===== config.mk =====
export PLATFORM = sky130hd
export DESIGN_NAME = br_wb_queue
export DESIGN_NICKNAME = d
export VERILOG_FILES = /design/src/rtl/br_pkg.sv /design/src/rtl/br_wb_match.sv /design/src/rtl/br_wb_queue.sv
export SDC_FILE = /design/constraint.sdc
export NUM_CORES = 1
export LEC_CHECK = 0
export ABC_AREA = 1
export CORE_MARGIN = 3
export CORE_UTILIZATION = 55
export DETAILED_ROUTE_END_ITERATION = 16
export GPL_ROUTABILITY_DRIVEN = 1
export PLACE_DENSITY = 0.86
export SYNTH_ARGS = -nofsm -noshare
export SYNTH_HDL_FRONTEND = slang
export SYNTH_SLANG_ARGS = --single-unit

===== constraint.sdc =====
create_clock -name clk -period 3.65 [get_ports clk]
set_clock_uncertainty 0.1 [all_clocks]
set_input_delay 0.73 -clock clk [delete_from_list [all_inputs] [get_ports clk]]
set_output_delay 0.73 -clock clk [all_outputs]
set_load 0.01 [all_outputs]

===== src/rtl/br_pkg.sv =====
// rtl/br_pkg.sv - shared constants and entry type for the writeback queue (BR_WB_FWD_EN selects forwarding)
package br_pkg;

    localparam int BR_AW   = 5;
    localparam int BR_DW_W = 32;

    localparam logic [BR_AW-1:0] REG_ZERO = '0;

    typedef struct packed {
        logic               valid;
        logic [BR_AW-1:0]   addr;
        logic [BR_DW_W-1:0] data;
    } wb_entry_t;

endpackage


===== src/rtl/br_wb_match.sv =====
// rtl/br_wb_match.sv - DEPTH-way pending-write address match, newest-first data select under BR_WB_FWD_EN
module br_wb_match
    import br_pkg::*;
#(
    parameter int DEPTH = 4,
    parameter int AW    = BR_AW,
    parameter int DW_W  = BR_DW_W
) (
    input  logic [DEPTH-1:0]           valid_i,
    input  logic [DEPTH-1:0][AW-1:0]   addr_i,
`ifdef BR_WB_FWD_EN
    input  logic [DEPTH-1:0][DW_W-1:0] data_i,
    input  logic [$clog2(DEPTH)-1:0]   wr_ptr_i,
`endif
    input  logic [AW-1:0]              raddr_i,
    output logic                       hit_o,
    output logic [DW_W-1:0]            data_o
);

    logic any_match;
    logic nonzero;

    assign nonzero = (raddr_i != AW'(REG_ZERO));

    always_comb begin
        any_match = 1'b0;
        for (int k = 0; k < DEPTH; k++) begin
            if (valid_i[k] && (addr_i[k] == raddr_i)) begin
                any_match = 1'b1;
            end
        end
    end

    assign hit_o = any_match && nonzero;

`ifdef BR_WB_FWD_EN
    localparam int PW = $clog2(DEPTH);
    logic [PW-1:0] idx;

    // Walk slots oldest-first starting at wr_ptr so the last match is the newest.
    always_comb begin
        data_o = '0;
        idx    = '0;
        for (int k = 0; k < DEPTH; k++) begin
            idx = wr_ptr_i + PW'(k);
            if (valid_i[idx] && (addr_i[idx] == raddr_i)) begin
                data_o = data_i[idx];
            end
        end
        if (!nonzero) begin
            data_o = '0;
        end
    end
`else
    assign data_o = '0;
`endif

endmodule


===== src/rtl/br_wb_queue.sv =====
// rtl/br_wb_queue.sv - two-producer in-order writeback FIFO feeding the register bank write port
// Optional newest-value forwarding on fwd1/fwd2 is enabled by defining BR_WB_FWD_EN.
module br_wb_queue
    import br_pkg::*;
#(
    parameter  int DEPTH = 4,
    parameter  int AW    = BR_AW,
    parameter  int DW_W  = BR_DW_W,
    localparam int PW    = $clog2(DEPTH),
    localparam int LW    = $clog2(DEPTH) + 1
) (
    input  logic            clk,
    input  logic            rst,
    input  logic            mem_valid,
    output logic            mem_ready,
    input  logic [AW-1:0]   mem_wr,
    input  logic [DW_W-1:0] mem_dw,
    input  logic            alu_valid,
    output logic            alu_ready,
    input  logic [AW-1:0]   alu_wr,
    input  logic [DW_W-1:0] alu_dw,
    output logic [AW-1:0]   WR,
    output logic [DW_W-1:0] DW,
    output logic            RegEn,
    input  logic [AW-1:0]   RR1,
    input  logic [AW-1:0]   RR2,
    output logic            haz1,
    output logic            haz2,
    output logic [DW_W-1:0] fwd1,
    output logic [DW_W-1:0] fwd2,
    output logic [LW-1:0]   level
);

    logic [DEPTH-1:0]           valid_q, valid_d;
    logic [DEPTH-1:0][AW-1:0]   addr_q;
    logic [DEPTH-1:0][DW_W-1:0] data_q;
    logic [PW-1:0]              wr_ptr_q, wr_ptr_d, rd_ptr_q, rd_ptr_d, alu_slot;
    logic [LW-1:0]              level_q, level_d, free;
    logic                       mem_push, alu_push, pop;

    // Free space ignores this cycle's pop, so a full queue refuses even while draining.
    assign free      = LW'(DEPTH) - level_q;
    assign mem_ready = (free != '0);
    assign alu_ready = mem_valid ? (free >= LW'(2)) : (free != '0);

    assign mem_push = mem_valid && mem_ready && (mem_wr != AW'(REG_ZERO));
    assign alu_push = alu_valid && alu_ready && (alu_wr != AW'(REG_ZERO));
    assign pop      = (level_q != '0);
    assign level    = level_q;

    always_comb begin
        alu_slot = wr_ptr_q + PW'(mem_push);
        wr_ptr_d = alu_slot + PW'(alu_push);
        rd_ptr_d = rd_ptr_q + PW'(pop);
        level_d  = level_q + LW'(mem_push) + LW'(alu_push) - LW'(pop);
        valid_d  = valid_q;
        if (pop)      valid_d[rd_ptr_q] = 1'b0;
        if (mem_push) valid_d[wr_ptr_q] = 1'b1;
        if (alu_push) valid_d[alu_slot] = 1'b1;
    end

    always_ff @(posedge clk or posedge rst) begin
        if (rst) begin
            valid_q  <= '0;
            wr_ptr_q <= '0;
            rd_ptr_q <= '0;
            level_q  <= '0;
            WR       <= '0;
            DW       <= '0;
            RegEn    <= 1'b0;
        end else begin
            valid_q  <= valid_d;
            wr_ptr_q <= wr_ptr_d;
            rd_ptr_q <= rd_ptr_d;
            level_q  <= level_d;
            RegEn    <= pop;
            if (pop) begin
                WR <= addr_q[rd_ptr_q];
                DW <= data_q[rd_ptr_q];
            end
        end
    end

    always_ff @(posedge clk) begin
        if (mem_push) begin
            addr_q[wr_ptr_q] <= mem_wr;
            data_q[wr_ptr_q] <= mem_dw;
        end
        if (alu_push) begin
            addr_q[alu_slot] <= alu_wr;
            data_q[alu_slot] <= alu_dw;
        end
    end

    br_wb_match #(.DEPTH(DEPTH), .AW(AW), .DW_W(DW_W)) u_match1 (
        .valid_i  (valid_q),
        .addr_i   (addr_q),
`ifdef BR_WB_FWD_EN
        .data_i   (data_q),
        .wr_ptr_i (wr_ptr_q),
`endif
        .raddr_i  (RR1),
        .hit_o    (haz1),
        .data_o   (fwd1)
    );

    br_wb_match #(.DEPTH(DEPTH), .AW(AW), .DW_W(DW_W)) u_match2 (
        .valid_i  (valid_q),
        .addr_i   (addr_q),
`ifdef BR_WB_FWD_EN
        .data_i   (data_q),
        .wr_ptr_i (wr_ptr_q),
`endif
        .raddr_i  (RR2),
        .hit_o    (haz2),
        .data_o   (fwd2)
    );

endmodule


# Yosys cells after proc, flatten, opt, wreduce, memory -nomap -nowiden
# Cells that the tools add are included.
# totals
reg_bits	197
latch_bits	0
ram_bits	0
rom_bits	0
in_bits	88
output_inout_bits	109
n_memories	0
# classes
addsub	7
multipliers	0
div	0
magnitude_cmp	7
eq_ne	8
shifts	0
n_mux	38
n_bitwise	4
reduce_logical	23
# ops
operator	count
$bwmux W128	2
$mux W128	2
$demux W32 S2	2
$mux W32	3
$bmux W32 S2	1
$bwmux W20	2
$eq A5 B5 Y1	8
$mux W20	2
$demux W5 S2	2
$reduce_bool A5 Y1	4
$logic_and A1 B1 Y1	17
$mux W5	3
$mux W1	12
$mux W4	3
$bmux W5 S2	1
$lt A2 B3 Y1 const B	3
$or A4 B4 Y4	2
$add A2 B1 Y2	3
$add A3 B1 Y3	2
$demux W1 S2	3
$ge A2 B1 Y1 const B	3
$reduce_bool A3 Y1	2
$and A4 B4 Y4	1
$not A4 Y4	1
3 further kinds	3

# Depth between registers and ports, before layout
# logic_depth
word_depth	11
depth_mapped	16
depth_no_buf	15

# By module
# From an unflattened synthesis, not the netlist that was laid out.
# hier_totals
cells_unflattened	2315
hier_area_um2	13452.9
# by_module_without_submodules
module	instances	cells_per_inst	area_per_inst_um2
br_wb_queue	1	2041	12166.7
br_wb_match	2	137	643.1

# Worst setup path after synthesis
# OpenSTA, ideal clock, no wires.
# synth_path
path_kind	reg-to-reg
start	register level_q[1] (netlist: level[1])
end	register level_q[2] (netlist: level[2])
setup_ns	0.129
t_arrival_ns	2.670
required_time_ns	3.421
path_slack_ns	0.751
stages_incl_launch_ff	17
path_buffers	1
path_cell_list	dfrtp_1 -> inv_1 -> ha_1 -> ha_1 -> nor2_1 -> nand2_2 -> clkbuf_1 -> ha_1 -> inv_1 -> nand2_1 -> nand2_1 -> inv_1 -> ha_1 -> inv_1 -> nand2_1 -> fa_1 -> xor2_1
# synth_between
elab_chain_len	7
word_cells_on_any_way	12
cone_classes	add/sub: 4; order compare: 1; mux: 1; reduce/logical: 6
# synth_rtl
element	line_no	rtl
start, declared	br_wb_queue.sv:38	logic [LW-1:0] level_q, level_d, free;
start signal, assigned	br_wb_queue.sv:75	level_q <= level_d;
$sub A3 B3 Y3	br_wb_queue.sv:42	assign free = LW'(DEPTH) - level_q;
$reduce_bool A3 Y1 / $ge A3 B2 Y1 (equally long branches)	br_wb_queue.sv:43, br_wb_queue.sv:44	
$logic_and A1 B1 Y1 / $mux W1 (equally long branches)	br_wb_queue.sv:46, br_wb_queue.sv:44	
$logic_and A1 B1 Y1 (on tied branches)	br_wb_queue.sv:46, br_wb_queue.sv:47	
$add A3 B1 Y3 / $logic_and A1 B1 Y1 (equally long branches)	br_wb_queue.sv:55, br_wb_queue.sv:47	
$add A3 B1 Y3	br_wb_queue.sv:55	level_d = level_q + LW'(mem_push) + LW'(alu_push) - LW'(pop);
$sub A3 B1 Y3 *	br_wb_queue.sv:55	
via level_d[2]	br_wb_queue.sv:38	
# The timed path passes the listed nets; every way through them passes the cells marked *.
# A chain may end at the register's enable or synchronous reset.

# Final worst setup path
# layout_path
start	input RR2[3]
end	output haz2
# layout_between
elab_chain_len	7
word_cells_on_any_way	14
cone_classes	eq/ne: 4; mux: 4; reduce/logical: 6
# layout_rtl
element	line_no	rtl
start, declared	br_wb_queue.sv:26	input logic [AW-1:0] RR2,
$eq A5 B5 Y1	br_wb_match.sv:28	if (valid_i[k] && (addr_i[k] == raddr_i)) begin
$logic_and A1 B1 Y1	br_wb_match.sv:28	
$mux W1 (4 in series)	br_wb_match.sv:28	
$logic_and A1 B1 Y1 *	br_wb_match.sv:34	assign hit_o = any_match && nonzero;
end, declared	br_wb_queue.sv:28	output logic haz2,
# Every way passes the cells marked *; elsewhere a longest branch is shown, timed or not.

==> metrics.txt <==
result of the run finished clean; clk_lat worst skew between 0.4 and 0.5 ns; wire length the detailed router placed on met1 15.5 mm; Max transition margin between 30% and 40%; Post-CTS Setup Bufs 0; max-cap violation count 0; area share of fa/ha/maj cells after synthesis 1.04%; final routed wire length divided by cell count ~16 um; portion of the clock cycle consumed by the worst path in the final layout 92.3%; maximum number of pins on one net before global-route repair around 150; antenna diode instance count 0; buffer depth of the longest clock path 2; number of buffers created by CTS 17; total number of nets in the final design roughly 2,300; number of instances resized during post-cts repair 0; power density over the cells 960 mW/mm^2; unrepaired setup endpoints after global routing no; Area Growth Syn to Fin 12.9%; total met2 wirelength after detailed routing 18.5 mm; TritonCTS clock tree done; time the worst path needs with I/O delays and setup 3.37 ns; Pins Over Slew Limit 0; library cell with the largest summed area after synthesis nand2_1; Global Route Usage Sum a little under a third; residual antenna-violating net count after detailed routing 0; share of post-route cells with drive strength above 1 4.18%; kind of start point of the critical path input port; count of warnings emitted by yosys 0; total negative slack for setup checks 0 ns; via count of the first global-routing pass 12,900; type of the worst setup path in2out; CTS Root Cell clkbuf_16; count of final setup violators 0; antenna violations before repair 1; Cell Area, Synth ~0.013 sq mm; highest attainable clock frequency roughly 300 MHz; port bufs 132; post-synthesis xor/xnor area fraction 0.489%; main combinational cell family by area after synthesis simple AND/OR/NAND/NOR gates; routed length on met3 5.33 mm; area of the die 0.0251 sq mm; GPL Wtd Cong 0.968; post-detailed-route DRC marker count 0; area inside the core boundary 0.0227 sq mm; clock slew seen by the registers of the worst setup and hold paths about 0.07 ns; critical path capture point type primary output; Arr. time, crit path approximately 2.5 ns; final worst-path setup slack 0.281 ns; Gate Count Post-Synth 2,166; total wirelength of the detailed-routed design slightly above 40 mm; via count around 14,000; drt initial violations 1,700; area share of and/or/nand/nor cells after synthesis between 40% and 50%; Num Clock Sinks 197; depth of the CTS H-tree 4; Data required, critical path roughly 2.8 ns; count of different cell masters after synthesis 34; width of the die around 160 um; leakage power 0.00757 uW; hold buffer count at cts 0; worst supply voltage drop on vdd 0.597 mV; setup slack, reg-to-reg 0.63 ns; global-route wire length before repair 64.3 mm; via/cell ratio 5.58; final-layout fill cell count 2,073; number of top-level pins ~200; post-synthesis sequential area ratio 32.8%; count of standard-cell rows 55; Detailed Routing Iterations Pass 1 6; total global routing overflow 0; Synth area leaders nand2_1, dfxtp_1, dfrtp_1, nand3_1, o21ai_0; number of failing hold endpoints at the final stage 0; type of the most critical hold path reg2reg; Starting Density between 50% and 60%; Die H 158 um; Syn Area/Cell between 5 and 6 sq um; complex-gate fraction of the synthesized area 9.18%; transition time at the pin with the least slew margin 0.957 ns; highest metal used met5; area share of the largest cell type after synthesis 35.3%; worst setup slack after placement 0.294 ns; maximum fanout along the worst path 5; DP HPWL approximately 24 mm; post-synthesis sequential element count 197; share of synthesized area spent on multiplexers 0%
path summary, 6_finish.rpt:
check	startpoint	to	cells after the start
worst max register to register	level[1]$_DFF_PP0_	level[2]$_DFF_PP0_	15
worst min-delay path	DW[23]$_DFFE_PP0N_	DW[23]$_DFFE_PP0N_	2
worst max-delay path	RR2[3]	haz2	10
max in group asynchronous	rst	wr_ptr_q[0]$_DFF_PP0_	3
worst min register to register	DW[23]$_DFFE_PP0N_	DW[23]$_DFFE_PP0N_	2
min in group asynchronous	rst	DW[20]$_DFFE_PP0N_	3
layout make-up:
| class | instances | area, sq um | share of cell area, % |
|---|---|---|---|
| repair buffers | 165 | 1620 | 11.2 |
| clock buffers | 17 | 425 | 2.95 |
| clock inverters | 15 | 119 | 0.824 |
| well taps | 285 | 357 | 2.47 |
| flip-flops and latches | 197 | 4190 | 29.0 |
| multi-input cells | 1744 | 7400 | 51.3 |
| inverters | 85 | 322 | 2.23 |
logic make-up after synthesis:
group	Yosys count
AND/OR/NAND/NOR	1455
buffers and inverters	288
AO/OA/AOI/OAI	210
flip-flops	197
adder cells (fa/ha/maj)	10
XOR/XNOR	5
other	1
Yosys cell counts, drive strengths merged:
master and instances:
nor2 67, nor3 2, a22oi 19, o21ai 154
nand3 180, xor2 2, xnor2 3, and2 1
ha 9, buf 163, conb 1, or2 1
nand2 1203, fa 1, nand4 1, a41oi 16
clkbuf 40, dfrtp 49, inv 84, o211ai 3
a21oi 16, clkinv 1, dfxtp 148, o2111ai 2
flip-flops by register name (all words and copies together) (netlist names):
register,cells
addr_q,20
data_q,128
RegEn,1
level,3
valid_q,4
WR,5
wr_ptr_q,2
rd_ptr_q,2
DW,32
critical path, cell delays in order:
cell and delay [ns]:
clkdlybuf4s50_1 0.56, inv_1 0.13, nand2_1 0.08, nand2_1 0.06
nor2_1 0.14, nand3_1 0.09, nand2_1 0.06, nor2_1 0.04
nor2_1 0.10, clkdlybuf4s50_1 0.55
metal layers:
layer / GRT usage, % / up-vias
met1: 42.4 / 6163
met3: 6.71 / 151
met2: 50.1 / 933
met5: 0 / -
met4: 13.1 / 2
li1: - / 6739
stage by stage:
step | cells | total power, uW | area, sq um | hold WS (ns) | util (%)
final | 2508 | 13900 | 14400 | 0.385 | 63.6
after global routing | 2508 | 15000 | 14400 | 0.409 | 63.6
after CTS | 2508 | 13700 | 14400 | 0.389 | 63.6
after detailed placement | 2476 | 11900 | 13900 | 0.368 | 61.2
after global placement | 2476 | 11600 | 13900 | 0.364 | 61.2
after floorplan | 2229 | 9430 | 13000 | 0.387 | -
report_power, final:
| group | internal, uW | total, uW | switching (uW) |
|---|---|---|---|
| Sequential | 3240 | 4280 | 1040 |
| Clock | 889 | 1800 | 915 |
| Combinational | 2690 | 7770 | 5080 |
| Total | 6810 | 13900 | 7040 |
placed cells by master, fill, tap and decap left out, types with 29 or more instances in the layout:
cell type        netlist  routed
o21ai_1               35      35
clkdlybuf4s50_1        0     132
conb_1                 1      64
buf_4                 73      29
o21ai_0              119     119
nor2_1                63      58
nand3_1              180     180
inv_1                 79      77
nand2_1             1202    1196
dfxtp_1              148     148
dfrtp_1               49      47
No activity file was read; power rests on OpenSTA's default activity.
